===== src/rtl/mux_sched_pkg.sv =====
// Shared types and helpers for the round-robin 4:1 output scheduler.
package mux_sched_pkg;

  localparam int NREQ = 4;

  // Scheduler FSM states: no word held / word held on the output.
  typedef enum logic {
    IDLE = 1'b0,
    HOLD = 1'b1
  } state_e;

  // Requester index, also the mux select pair.
  typedef logic [1:0] sel_t;

  // One-hot decode of a requester index.
  function automatic logic [NREQ-1:0] onehot(input sel_t s);
    return NREQ'(1) << s;
  endfunction

  // Round-robin pick: rotate the mask so 'base' sits at bit 0, take the
  // lowest set bit, then rotate the offset back. Result is meaningless
  // when mask is zero; callers qualify it with |mask.
  function automatic sel_t rr_pick(input logic [NREQ-1:0] mask, input sel_t base);
    logic [2*NREQ-1:0] dbl;
    logic [NREQ-1:0]   rot;
    sel_t              off;
    dbl = {mask, mask};
    rot = dbl[base +: NREQ];
    off = '0;
    for (int i = NREQ - 1; i >= 0; i--) begin
      if (rot[i]) off = sel_t'(i);
    end
    return sel_t'(base + off);
  endfunction

endpackage


===== src/rtl/mux41_w.sv =====
// W-bit combinational 4:1 data mux driven by the arbiter's next-grant index.
module mux41_w
  import mux_sched_pkg::*;
#(
  parameter int W = 8
) (
  input  logic [W-1:0] din0,
  input  logic [W-1:0] din1,
  input  logic [W-1:0] din2,
  input  logic [W-1:0] din3,
  input  sel_t         sel,
  output logic [W-1:0] dout
);

  // Pure select, no storage.
  always_comb begin
    dout = din0;
    unique case (sel)
      2'd0: dout = din0;
      2'd1: dout = din1;
      2'd2: dout = din2;
      2'd3: dout = din3;
      default: dout = din0;
    endcase
  end

endmodule


===== src/rtl/mux41_rr_sched.sv =====
// Round-robin scheduler feeding a registered 4:1 mux onto a valid/ready output.
//
// Handshake: out_data/out_sel are offered while out_valid is high and stay
// stable until a cycle with out_valid && out_ready; in that cycle the word is
// consumed, ack[out_sel] pulses combinationally and a new word may be captured
// in the same cycle so one word per cycle can be sustained. The requester being
// acknowledged is masked out of that cycle's arbitration.
module mux41_rr_sched
  import mux_sched_pkg::*;
#(
  parameter int W = 8
) (
  input  logic            clk,
  input  logic            rst,
  input  logic [NREQ-1:0] req,
  input  logic [W-1:0]    din0,
  input  logic [W-1:0]    din1,
  input  logic [W-1:0]    din2,
  input  logic [W-1:0]    din3,
  output logic [NREQ-1:0] ack,
  output logic            out_valid,
  input  logic            out_ready,
  output logic [W-1:0]    out_data,
  output sel_t            out_sel,
  output logic            busy
);

  state_e          state_q, state_d;
  sel_t            ptr_q, ptr_d;
  logic [W-1:0]    out_data_q, out_data_d;
  sel_t            out_sel_q, out_sel_d;

  logic            hs;
  logic [NREQ-1:0] arb_mask;
  sel_t            arb_base;
  sel_t            grant;
  logic            grant_any;
  logic [W-1:0]    mux_data;

  assign hs = (state_q == HOLD) && out_ready;

  // Select who competes and from which priority origin this cycle.
  always_comb begin
    arb_mask = '0;
    arb_base = ptr_q;
    if (state_q == IDLE) begin
      arb_mask = req;
    end else if (hs) begin
      arb_mask = req & ~onehot(out_sel_q);
      arb_base = out_sel_q + 2'd1;
    end
  end

  assign grant     = rr_pick(arb_mask, arb_base);
  assign grant_any = |arb_mask;

  mux41_w #(.W(W)) u_mux (
    .din0 (din0),
    .din1 (din1),
    .din2 (din2),
    .din3 (din3),
    .sel  (grant),
    .dout (mux_data)
  );

  // FSM state register.
  always_ff @(posedge clk or posedge rst) begin
    if (rst) state_q <= IDLE;
    else     state_q <= state_d;
  end

  // FSM next state: capture on any grant, release when a handshake finds no one.
  always_comb begin
    state_d = state_q;
    unique case (state_q)
      IDLE:    if (grant_any) state_d = HOLD;
      HOLD:    if (hs) state_d = grant_any ? HOLD : IDLE;
      default: state_d = IDLE;
    endcase
  end

  // FSM outputs: ack only in a handshake cycle, valid/busy mirror HOLD.
  always_comb begin
    ack       = '0;
    out_valid = (state_q == HOLD);
    busy      = (state_q == HOLD);
    if (hs) ack = onehot(out_sel_q);
  end

  // Datapath next values: pointer advances past the consumed owner, capture on grant.
  always_comb begin
    ptr_d      = ptr_q;
    out_data_d = out_data_q;
    out_sel_d  = out_sel_q;
    if (hs) ptr_d = out_sel_q + 2'd1;
    if (grant_any) begin
      out_data_d = mux_data;
      out_sel_d  = grant;
    end
  end

  // Datapath registers.
  always_ff @(posedge clk or posedge rst) begin
    if (rst) begin
      ptr_q      <= '0;
      out_data_q <= '0;
      out_sel_q  <= '0;
    end else begin
      ptr_q      <= ptr_d;
      out_data_q <= out_data_d;
      out_sel_q  <= out_sel_d;
    end
  end

  assign out_data = out_data_q;
  assign out_sel  = out_sel_q;

endmodule

===== config.mk =====
export PLATFORM = sky130hd
export DESIGN_NAME = mux41_rr_sched
export DESIGN_NICKNAME = d
export VERILOG_FILES = /design/src/rtl/mux_sched_pkg.sv /design/src/rtl/mux41_w.sv /design/src/rtl/mux41_rr_sched.sv
export SDC_FILE = /design/constraint.sdc
export NUM_CORES = 1
export LEC_CHECK = 0
export CORE_MARGIN = 2
export CORE_UTILIZATION = 30
export CTS_CLUSTER_DIAMETER = 120
export DETAILED_ROUTE_END_ITERATION = 16
export RECOVER_POWER = 100
export SETUP_SLACK_MARGIN = 0.5
export SLEW_MARGIN = 25
export SYNTH_ARGS = -nofsm -noshare
export SYNTH_HDL_FRONTEND = slang
export SYNTH_HIERARCHICAL = 1
export SYNTH_SLANG_ARGS = --single-unit

===== constraint.sdc =====
create_clock -name clk -period 5.24 [get_ports clk]
set_clock_uncertainty 0.15 [all_clocks]
set_input_delay 0.786 -clock clk [delete_from_list [all_inputs] [get_ports clk]]
set_output_delay 0.786 -clock clk [all_outputs]
set_load 0.03 [all_outputs]

==> metrics.cfg <==
[run_status]
outcome = complete, no violations

[clocking]
clockBufferDepth = 2
worstSkewPairLatency_ns = 0.24
htree_num_levels = 1
post_cts_resize_count = 0
cts_sinks = 13
clockRootBuffer = clkbuf_8
cts_setup_buffers = 0
hold_buffers = 0
cts_tree = built
clk_pin_slew_ns = 0.05
numCtsBuffers = 3

[layout]
area_growth_pct = 48.62
drive_above_1_share_pct = 22.37
diodes = 0
fin_nets = 197

[setup_path]
r2r_cells = 12
required_ns = 5.21
end_kind = flip-flop
path_max_fanout = 10
cp.arrival_ns = 4.44
start_kind = primary input
crit_type = primary input to flip-flop

[grt]
groute.usage.overall_pct = 14.71
grt_pass1_wl_mm = 4.857
grt_max_degree = 14
first_global_vias = 1099
antenna_found_initial = 0
grt_overflow = 0

[placed_design]
place_congestion = 0.7990
port_buffers = 54
dp_hpwl_mm = 2.350
place_ws_ns = 0.8572

[detailed_routing]
drt_iter0_drc = 20
routedWlPerCell_um = 14.02
drt_wl_total_mm = 2.804
via_per_inst = 4.875
routed.top_layer = met4
dr.pass1.iters = 4
antenna_left = 0
vias = 975
wl_met2_mm = 1.286
wl_met3_um = 324
drc = 0
wl_met1_mm = 1.135

[yosys]
synth_seq_cells = 13
netlist_instances = 99
synth_top_area_cell = dfrtp_1
synthArstFlopShare_pct = 100.0
synth_flop_cell = dfrtp_1
syn_area_mm2 = 0.001181
synth_top_area_share_pct = 27.54
avgSynthCellArea_um2 = 11.93
synth.distinct_cells = 43
synth_common_cells = dfrtp_1 (13), mux4_2 (8), inv_1 (6), mux2_4 (6), ha_1 (5)
synth.most_common_cell = dfrtp_1
synth_fp_nets = 143
yosys-top-cells-area = dfrtp_1 (28%), mux4_2 (15%), mux2_4 (7.6%)
ys_warn_count = 6
synth-edff-count = 0
synth_seq_area_share_pct = 27.54

[die]
ios = 55
die_y_um = 66.75
num_rows = 22
die_x_um = 66.75
core_mm2 = 0.003716
start_util_pct = 31.78
die_area_mm2 = 0.004455

[timing]
min_period_ns = 4.464
period_share_pct = 85.19
worst_slack_ns = 0.7759
whs_ns = 0.3491
slew_headroom_pct = 56.16
tightest_slew_ns = 0.6558
setup_viol = 0
rsz0062_at_grt = no
setup_tns_ns = 0
timing.final.hold_violations = 0
max_freq_mhz = 224.0
drv_slew = 0

[power]
leakage_nw = 0.7495
p_comb_share_pct = 77.4
clkPwrFrac_pct = 6.7
p_int_uw = 756.9
swShare_pct = 42.40
pwr_density_cell_mw_per_mm2 = 748.6
total_power_mw = 1.314
seqPwrFrac_pct = 15.8
p_sw_uw = 557.2
ir_drop_v = 0.0003523

[worst_hold_path]
holdCritPathClass = flip-flop to flip-flop
holdPathStages = 1

[flow_run]
maxCapViolCount = 0

==> layer usage <==
layer	vias up	GRT usage (%)
met5	-	0
li1	475	-
met3	4	4.899
met4	0	8.163
met2	50	24.13
met1	446	16.70
==> cell type report <==
class	instances	area, um2
inverters	7	26.28
flip-flops and latches	13	325.3
fillers	355	1961
well taps	48	60.06
repair buffers	55	544.3
multi-input cells	73	754.5
clock buffers	4	45.04
==> worst max-delay path, stage by stage <==
cell           delay (ns)
dlygate4sd3_1        0.82
nand2_8              0.11
mux2i_1              0.43
o22ai_1              0.17
a211oi_1             0.28
a31oi_1              0.07
ha_1                 0.21
xnor2_1              0.34
xor2_1               0.19
clkbuf_1             0.38
mux4_2               0.38
mux2_4               0.27
==> stage by stage <==
stage	instance area [um2]	cells	util, %
6_report	1755	200	47.24
5_1_grt	1755	200	47.24
4_1_cts	1777	200	47.81
3_5_place_dp	1732	196	46.60
3_3_place_gp	1732	196	46.60
2_1_floorplan	1181	99	-
==> placed cells by master, fill, tap and decap left out, drive strengths merged <==
| master | synthesis | layout |
|---|---|---|
| clkdlybuf4s50 | 0 | 36 |
| nand2 | 5 | 5 |
| a211oi | 1 | 1 |
| xnor2 | 1 | 1 |
| nand3b | 1 | 1 |
| ha | 5 | 5 |
| dfrtp | 13 | 13 |
| nand4 | 2 | 2 |
| mux4 | 8 | 8 |
| or3 | 1 | 1 |
| o211ai | 1 | 1 |
| nand3 | 2 | 2 |
| and2 | 1 | 1 |
| o22ai | 1 | 1 |
| nor2b | 2 | 2 |
| o21a | 2 | 2 |
| a31oi | 1 | 1 |
| dlygate4sd3 | 0 | 18 |
| and3 | 5 | 5 |
| inv | 7 | 7 |
| o221ai | 1 | 1 |
| a21oi | 3 | 3 |
| a21boi | 1 | 1 |
| mux2 | 8 | 8 |
| mux2i | 5 | 5 |
| nor2 | 4 | 4 |
| clkbuf | 1 | 5 |
| a21o | 1 | 1 |
| o21ai | 6 | 6 |
| a2bb2oi | 1 | 1 |
| xor2 | 3 | 3 |
| nand2b | 1 | 1 |
==> path summary, 6_finish.rpt <==
kind / start / to / slack (ns)
min: out_data[1]$_DFFE_PP0P_ / out_data[1]$_DFFE_PP0P_ / 0.35
max: out_ready / out_data[4]$_DFFE_PP0P_ / 0.78
min in group asynchronous: rst / out_data[7]$_DFFE_PP0P_ / 0.86
max reg2reg: out_sel[0]$_DFFE_PP0P_ / out_data[4]$_DFFE_PP0P_ / 1.27
max in group asynchronous: rst / ptr_q[1]$_DFF_PP0_ / 3.74
min reg2reg: out_data[1]$_DFFE_PP0P_ / out_data[1]$_DFFE_PP0P_ / 0.35
==> logic make-up after synthesis <==
kind of cell	count (synthesis)	synth area share, %
AOI/OAI and AO/OA	19	12.08
xor gates and xnor gates	4	2.967
adders and majority gates	5	5.297
buffers and inverters	13	7.097
DFF	13	27.54
muxes	21	30.40
and+or+nand+nor	24	14.62
==> power by group through the flow <==
stage               combinational, mW  clock (mW)  sequential, mW
floorplan                       0.781           0           0.281
global placement                 1.05           0           0.212
detailed placement               1.08           0           0.213
CTS                              1.08      0.0926           0.214
global route                     1.11      0.0966           0.216
finish                           1.02      0.0883           0.208
==> state kept, by name (all words and copies together), names as in the netlist <==
register	count
ptr_q	2
busy	1
out_data	8
out_sel	2
(Power assumes the default switching activity.)
